## src/rtl/serial_pattern_tx.sv

```systemverilog
`default_nettype none
// ============================================================================
// Module   : serial_pattern_tx
// Purpose  : Serial bit-pattern transmitter. On a start request it latches a
//            parallel pattern and shifts it out MSB-first, one bit per clock,
//            repeating the frame max(repeat_cnt,1) times with GAP idle cycles
//            between frames. All outputs are registered.
// Ports    : clock      - rising-edge clock
//            reset      - synchronous, active-high reset
//            start      - job request, sampled only in IDLE
//            pattern    - frame contents, bit WIDTH-1 sent first
//            repeat_cnt - frames to send (0 treated as 1)
//            out        - serial bit
//            valid      - out carries a frame bit this cycle
//            busy       - transmission in progress (SHIFT or GAP)
//            done       - one-cycle pulse after the final bit
// Options  : SERIAL_PATTERN_TX_PARITY_EN - when defined, append one even-parity
//            bit (XOR of the latched pattern) after bit 0 of every frame.
// Revision : 1.0 - initial release
// ============================================================================
module serial_pattern_tx #(
  parameter int WIDTH = 4,
  parameter int CNT_W = 4,
  parameter int GAP   = 0
) (
  input  logic             clock,
  input  logic             reset,
  input  logic             start,
  input  logic [WIDTH-1:0] pattern,
  input  logic [CNT_W-1:0] repeat_cnt,
  output logic             out,
  output logic             valid,
  output logic             busy,
  output logic             done
);

  localparam int IDX_W = (WIDTH > 1) ? $clog2(WIDTH) : 1;
  localparam logic [IDX_W-1:0] c_idx_msb  = IDX_W'(WIDTH - 1);
  // Gap counter is loaded with GAP-1 so the GAP state lasts exactly GAP cycles.
  localparam logic [3:0]       c_gap_last = (GAP > 0) ? 4'(GAP - 1) : 4'd0;
  localparam logic [CNT_W-1:0] c_one      = CNT_W'(1);

  typedef enum logic [1:0] {
    S_IDLE  = 2'd0,
    S_SHIFT = 2'd1,
    S_GAP   = 2'd2,
    S_DONE  = 2'd3
  } state_t;

  state_t           state_q, state_d;
  logic [WIDTH-1:0] pat_q, pat_d;
  logic [IDX_W-1:0] idx_q, idx_d;
  logic [CNT_W-1:0] frames_q, frames_d;
  logic [3:0]       gap_q, gap_d;
  logic             out_q, out_d;
  logic             valid_q, valid_d;
  logic             busy_q, busy_d;
  logic             done_q, done_d;
  logic             frame_end_w;
  logic [IDX_W-1:0] idx_dec_w;

`ifdef SERIAL_PATTERN_TX_PARITY_EN
  logic             par_q, par_d;
  // The frame ends after the parity cycle, not after bit 0.
  assign frame_end_w = par_q;
`else
  assign frame_end_w = (idx_q == '0);
`endif

  assign idx_dec_w = idx_q - 1'b1;

  always_comb begin
    state_d  = state_q;
    pat_d    = pat_q;
    idx_d    = idx_q;
    frames_d = frames_q;
    gap_d    = gap_q;
    out_d    = 1'b0;
    valid_d  = 1'b0;
    busy_d   = 1'b0;
    done_d   = 1'b0;
`ifdef SERIAL_PATTERN_TX_PARITY_EN
    par_d    = par_q;
`endif

    case (state_q)
      S_IDLE: begin
        if (start) begin
          // Outputs are registered, so the first bit is driven from the
          // incoming pattern to appear right after the accepting edge.
          pat_d    = pattern;
          frames_d = (repeat_cnt == '0) ? c_one : repeat_cnt;
          idx_d    = c_idx_msb;
          state_d  = S_SHIFT;
          out_d    = pattern[WIDTH-1];
          valid_d  = 1'b1;
          busy_d   = 1'b1;
        end
      end

      S_SHIFT: begin
        if (frame_end_w) begin
`ifdef SERIAL_PATTERN_TX_PARITY_EN
          par_d = 1'b0;
`endif
          if (frames_q > c_one) begin
            frames_d = frames_q - c_one;
            busy_d   = 1'b1;
            if (GAP > 0) begin
              gap_d   = c_gap_last;
              state_d = S_GAP;
            end else begin
              idx_d   = c_idx_msb;
              out_d   = pat_q[WIDTH-1];
              valid_d = 1'b1;
            end
          end else begin
            state_d = S_DONE;
            done_d  = 1'b1;
          end
`ifdef SERIAL_PATTERN_TX_PARITY_EN
        end else if (idx_q == '0) begin
          par_d   = 1'b1;
          out_d   = ^pat_q;
          valid_d = 1'b1;
          busy_d  = 1'b1;
`endif
        end else begin
          idx_d   = idx_dec_w;
          out_d   = pat_q[idx_dec_w];
          valid_d = 1'b1;
          busy_d  = 1'b1;
        end
      end

      S_GAP: begin
        busy_d = 1'b1;
        if (gap_q == 4'd0) begin
          state_d = S_SHIFT;
          idx_d   = c_idx_msb;
          out_d   = pat_q[WIDTH-1];
          valid_d = 1'b1;
        end else begin
          gap_d = gap_q - 4'd1;
        end
      end

      S_DONE: begin
        state_d = S_IDLE;
      end

      default: begin
        state_d = S_IDLE;
      end
    endcase
  end

  always_ff @(posedge clock) begin
    if (reset) begin
      state_q  <= S_IDLE;
      pat_q    <= '0;
      idx_q    <= '0;
      frames_q <= '0;
      gap_q    <= 4'd0;
      out_q    <= 1'b0;
      valid_q  <= 1'b0;
      busy_q   <= 1'b0;
      done_q   <= 1'b0;
`ifdef SERIAL_PATTERN_TX_PARITY_EN
      par_q    <= 1'b0;
`endif
    end else begin
      state_q  <= state_d;
      pat_q    <= pat_d;
      idx_q    <= idx_d;
      frames_q <= frames_d;
      gap_q    <= gap_d;
      out_q    <= out_d;
      valid_q  <= valid_d;
      busy_q   <= busy_d;
      done_q   <= done_d;
`ifdef SERIAL_PATTERN_TX_PARITY_EN
      par_q    <= par_d;
`endif
    end
  end

  assign out   = out_q;
  assign valid = valid_q;
  assign busy  = busy_q;
  assign done  = done_q;

endmodule
`default_nettype wire

```

## config.mk

```make
export PLATFORM = sky130hd
export DESIGN_NAME = serial_pattern_tx
export DESIGN_NICKNAME = d
export VERILOG_FILES = /design/src/rtl/serial_pattern_tx.sv
export SDC_FILE = /design/constraint.sdc
export NUM_CORES = 1
export LEC_CHECK = 0
export BUFFER_PORTS_ARGS = -buffer_cell sky130_fd_sc_hd__buf_2
export CORE_MARGIN = 4
export CORE_UTILIZATION = 40
export CTS_CLUSTER_SIZE = 28
export DETAILED_ROUTE_END_ITERATION = 12
export SYNTH_ARGS = -nofsm -noshare
export SYNTH_HDL_FRONTEND = slang
export SYNTH_SLANG_ARGS = --single-unit
```

## constraint.sdc

```tcl
create_clock -name clock -period 4.85 [get_ports clock]
set_input_delay 0.485 -clock clock [delete_from_list [all_inputs] [get_ports clock]]
set_output_delay 0.485 -clock clock [all_outputs]
set_load 0.01 [all_outputs]
```

==> results.sh, run 1 <==
export IMPL_cp_max_fo=6
export IMPL_antenna_left=0
export IMPL_hold_path_class="input pin to register"
export IMPL_placed_area_sq_um=1110
export IMPL_overflow=0
export IMPL_routed_wl_mm=2.10
export IMPL_yosysWarnings=0
export IMPL_finalSetupViolations=0
export IMPL_power_leakage_nw=0.455
export IMPL_finalWeightedCongestion=0.773
export IMPL_drc=0
export IMPL_dieArea_sq_um=3420
export IMPL_post_cts_repair_setup_buffers=0
export IMPL_synth_area_sq_um=1020
export IMPL_syn_area_per_cell_sq_um=8.58
export IMPL_synth_cell_types=39
export IMPL_clock_skew_ns=0.00501
export IMPL_track_usage_pct=13.4
export IMPL_ys_flop_type="dfxtp_1"
export IMPL_grt_first_pass_wirelength_mm=3.56
export IMPL_vias=870
export IMPL_start_kind="register"
export IMPL_ff2ff_path_depth=6
export IMPL_max_clock_path_buffers=2
export IMPL_synth_seq_area_share_pct=39.2
export IMPL_dieHeight_microns=58.5
export IMPL_slew_violations=0
export IMPL_core_area_sq_um=2450
export IMPL_rrSetupSlack_ns=2.97
export IMPL_status="complete, no violations"
export IMPL_yosysMostFrequentCell="dfxtp_1"
export IMPL_port_buffers=14
export IMPL_synth_top_area_share_pct=39.2
export IMPL_tns_ns=0
export IMPL_num_io_pins=15
export IMPL_synth_edf_count=0
export IMPL_syn_nets=134
export IMPL_min_to="pat_q[2]"
export IMPL_drive_gt1_share_pct=17.3
export IMPL_async_flop_share_pct=0
export IMPL_area_delta_synth_final_pct=13.5
export IMPL_die_w_microns=58.5
export IMPL_antenna_found_initial=0
export IMPL_clock_latency_ns=0.30
export IMPL_numCtsBuffers=3
export IMPL_syn_inst=119
export IMPL_clock_root_buffer="clkbuf_4"
export IMPL_finish_instance_area_sq_um=1160
export IMPL_ir_worst_vdd_mv=0.166
export IMPL_cts_sinks=20
export IMPL_ys_ff_latch=20
export IMPL_power_density_nw_per_um2=354
export IMPL_arrival_ns=2.07
export IMPL_cts_resized=0
export IMPL_max_freq_mhz=532
export IMPL_period_share_pct=38.8
export IMPL_drt_iter0_drc=14
export IMPL_finalNetCount=149
export IMPL_grt_setup_unrepaired="no"
export IMPL_post_drt_wl_per_cell_microns=12.9
export IMPL_drtPass1Iterations=4
export IMPL_synth_common_cells="dfxtp_1 (20), nand2_1 (14), a21oi_1 (12)"
export IMPL_dp_hpwl_mm=1.61
export IMPL_hold_violations=0
export IMPL_viasPerCell=5.34
export IMPL_tightestPinTransition_ns=0.605
export IMPL_netlist_top_cells_area="dfxtp_1 (39%), a21oi_1 (5.9%), nand2_1 (5.1%)"
export IMPL_cts_tree="yes"
export IMPL_hold_path_startpoint="pattern[2]"
export IMPL_cap_violations=0
export IMPL_hold_depth=3
export IMPL_cts_reportedPaths_clkPinSlew_ns=0.12
export IMPL_placementRows=18
export IMPL_r2r_end="idx_q[1]"
export IMPL_endpoint_kind="register"
export IMPL_min_period_ns=1.88
export IMPL_synth_area_leader_cell="dfxtp_1"
export IMPL_hold_slack_ns=0.404
export IMPL_cts_hold_buf=0
export IMPL_htree_levels=1
export IMPL_critPathKind="register to register"
export IMPL_crit_reg2reg_launch="idx_q[0]"
export IMPL_maxSlewHeadroom_pct=59.2
export IMPL_grt_pass1_vias=849
export IMPL_initial_core_util_pct=41.6
export IMPL_cp_required_ns=5.04
export IMPL_num_antenna_cells=0
export IMPL_grt_max_degree=17
routing by layer:
metal	wire (microns)	part of all wire, %	GRT usage (%)
met1	1050	50	17.3
met2	973	46	22.2
met3	65	3.1	1.97
met4	13	0.62	5.96
met5	0	0	0
cells by family after synthesis:
| group | synth area share (%) |
|---|---|
| mux | 3.31 |
| fa+ha+maj | 4.90 |
| flops | 39.2 |
| buf+inv | 5.88 |
| xor+xnor | 3.43 |
| simple gates | 23.4 |
| compound gates | 19.9 |
cell type report:
cell class                 count  area (sq um)
sequential                    20           400
fill                         268          1300
inverter                      10          37.5
timing repair buffer          14          70.1
tap                           30          37.5
multi-input combinational     85           561
clock buffer                   3          22.5
clock inverter                 1          30.0
sequential cells by signal (all words and copies together), names as in the netlist:
| register | flops |
|---|---|
| done | 1 |
| gap_q | 4 |
| valid | 1 |
| state_q | 2 |
| pat_q | 4 |
| out | 1 |
| busy | 1 |
| frames_q | 4 |
| idx_q | 2 |
worst max-delay path by stage:
stage	cells past startpoint	slack, ns	startpoint	endpoint
global route	6	2.75	idx_q[0]	idx_q[1]
global placement	6	2.99	idx_q[0]	idx_q[1]
CTS	6	2.97	idx_q[0]	idx_q[1]
detailed placement	6	2.98	idx_q[0]	idx_q[1]
finish	6	2.97	idx_q[0]	idx_q[1]
floorplan	6	3.22	frames_q[0]	frames_q[0]
worst max-delay path: stages (launching register included):
cell and delay [ns]:
dfxtp_1 0.35, inv_1 0.10, ha_1 0.31, inv_1 0.11, o41ai_1 0.58, o21a_1 0.25
a211oi_1 0.08
stage by stage:
stage	setup slack [ns]	total power, mW	cells	utilization (%)
3_5_place_dp	2.98	0.277	159	45.1
5_1_grt	2.75	0.435	163	47.2
6_report	2.97	0.410	163	47.2
4_1_cts	2.97	0.415	163	47.2
2_1_floorplan	3.22	0.256	119	-
3_3_place_gp	2.99	0.276	159	45.1
cell usage in the layout, fill, tap and decap left out, types with 2 or more instances in the layout:
| cell type | count |
|---|---|
| dfxtp_1 | 20 |
| a211oi_1 | 2 |
| xnor2_1 | 2 |
| xor2_1 | 2 |
| o21ai_0 | 4 |
| nand3_1 | 6 |
| buf_2 | 14 |
| ha_1 | 4 |
| clkbuf_4 | 3 |
| nor3_1 | 3 |
| inv_1 | 10 |
| nand2_1 | 14 |
| a21oi_1 | 12 |
| nor2_1 | 10 |
| a31oi_1 | 2 |
| nand3b_1 | 2 |
power by group:
part           internal [mW]  switching [mW]
Sequential             0.177          0.0125
Clock                 0.0835          0.0537
Combinational         0.0362          0.0467
Total                  0.297           0.113
(Power assumes the default switching activity.)
==> run 2: changes to the inputs <==
clock period = 1.76 ns   (was 4.85 ns; I/O delays follow)
==> results.sh, run 2 (synthesized netlist as in run 1, its figures left out) <==
export IMPL_finish_instance_area_sq_um=1240
export IMPL_max_freq_mhz=607
export IMPL_antenna_found_initial=0
export IMPL_numCtsBuffers=3
export IMPL_grt_setup_unrepaired="no"
export IMPL_tns_ns=0
export IMPL_initial_core_util_pct=41.6
export IMPL_area_delta_synth_final_pct=21.4
export IMPL_clock_latency_ns=0.29
export IMPL_fin_util_pct=50.5
export IMPL_dieArea_sq_um=3420
export IMPL_track_usage_pct=13.8
export IMPL_clkPwrFrac_pct=31.7
export IMPL_placed_area_sq_um=1160
export IMPL_p_seq_share_pct=44.9
export IMPL_clock_root_buffer="clkbuf_4"
export IMPL_finalSetupViolations=0
export IMPL_ir_worst_vdd_mv=0.446
export IMPL_final_common_cell="dfxtp_1"
export IMPL_cpPeakStageDelay_ns=0.36
export IMPL_multi_input_area_sq_um=577
export IMPL_slew_violations=0
export IMPL_power_density_nw_per_um2=938
export IMPL_maxSlewHeadroom_pct=69.0
export IMPL_start_kind="register"
export IMPL_period_share_pct=93.6
export IMPL_viasPerCell=5.23
export IMPL_regArea_sq_um=405
export IMPL_tightestPinTransition_ns=0.462
export IMPL_routed_wl_mm=2.21
export IMPL_critical_path_top_delay_family="simple AND/OR/NAND/NOR gates"
export IMPL_status="complete, no violations"
export IMPL_p_comb_share_pct=23.4
export IMPL_drtPass1Iterations=4
export IMPL_fin_cells=171
export IMPL_grt_pass1_vias=848
export IMPL_core_area_sq_um=2450
export IMPL_hold_violations=0
export IMPL_path_buf_inv=1
export IMPL_critPathSlowestCell="or3b_1"
export IMPL_num_antenna_cells=0
export IMPL_post_drt_wl_per_cell_microns=12.9
export IMPL_cp_required_ns=1.98
export IMPL_top_regs="frames_q (4), gap_q (4), pat_q (4)"
export IMPL_clock_skew_ns=0.00274
export IMPL_grt_first_pass_wirelength_mm=3.70
export IMPL_vias=895
export IMPL_cts_tree="yes"
export IMPL_drive_gt1_share_pct=26.2
export IMPL_arrival_ns=1.87
export IMPL_mostFrequentLayoutCells="dfxtp_1 (18), nand2_1 (14), buf_2 (14)"
export IMPL_cap_violations=0
export IMPL_dp_cells=166
export IMPL_cts_reportedPaths_clkPinSlew_ns=0.11
export IMPL_grt_max_degree=17
export IMPL_die_w_microns=58.5
export IMPL_finalNetCount=157
export IMPL_drc=0
export IMPL_max_clock_path_buffers=2
export IMPL_drt_iter0_drc=27
export IMPL_antenna_left=0
export IMPL_power_leakage_nw=0.500
export IMPL_port_buffers=14
export IMPL_hold_path_class="input pin to register"
export IMPL_placementRows=18
export IMPL_cp_max_fo=4
export IMPL_nFillCells=256
export IMPL_cts_hold_buf=0
export IMPL_crit_chain="inv_1 -> ha_1 -> or3b_1 -> and2_1 -> o21a_1 -> a211oi_2"
export IMPL_p_int_mw=0.847
export IMPL_dp_hpwl_mm=1.61
export IMPL_min_period_ns=1.65
export IMPL_cts_sinks=20
export IMPL_p_sw_mw=0.316
export IMPL_critPathKind="register to register"
export IMPL_dieHeight_microns=58.5
export IMPL_htree_levels=1
export IMPL_p_sw_share_pct=27.2
export IMPL_finalWeightedCongestion=0.724
export IMPL_overflow=0
export IMPL_num_io_pins=15
export IMPL_total_power_mw=1.16
export IMPL_endpoint_kind="register"
run 2: repair_timing:
item | in CTS | in global routing
setup buffers | 0 | 1
setup endpoints to repair | 0 | 4
resized for setup | 0 | 7
run 2: tightest hold or removal path: cells and delay by family:
family | cells | cell delay [ns]
AND/OR/NAND/NOR | 1 | 0.04
buffers and inverters | 1 | 0.09
AO/OA/AOI/OAI | 1 | 0.05
run 2: worst paths after layout:
path / from / to / slack (ns) / depth (start not counted)
min: pattern[1] / pat_q[1] / 0.10 / 3
min reg2reg: pat_q[0] / pat_q[0] / 0.47 / 2
max: gap_q[0] / idx_q[1] / 0.11 / 6
max reg2reg: gap_q[0] / idx_q[1] / 0.11 / 6
run 2: layout make-up:
cell class              instances  share of cell area, %
multi-input cells              85                   46.5
clock inverters                 1                   2.42
clock buffers                   3                   1.82
flip-flops and latches         20                   32.7
inverters                      10                   3.03
well taps                      30                   3.03
repair buffers                 22                   10.5
run 2: through the flow:
step | hold slack (ns) | worst slack, ns
global route | 0.0962 | 0.0140
global placement | 0.419 | 0.0879
floorplan | 0.312 | 0.126
CTS | 0.0899 | 0.0299
detailed placement | 0.427 | 0.0565
finish | 0.105 | 0.112
run 2: layer usage:
layer | share of wire (%) | up-vias | GRT usage [%] | routed length, microns
li1 | - | 464 | - | -
met3 | 4.5 | 2 | 2.19 | 100
met2 | 47 | 17 | 21.9 | 1030
met5 | 0 | - | 0 | 0
met4 | 0.63 | 0 | 4.97 | 14
met1 | 48 | 412 | 19.1 | 1060
run 2: power groups by stage:
stage                     clock (mW)  sequential [mW]  combinational, mW
after floorplan                    0            0.528              0.177
after global placement             0            0.530              0.256
after detailed placement           0            0.531              0.259
after CTS                      0.384            0.522              0.262
after global routing           0.408            0.528              0.309
final                          0.369            0.522              0.272
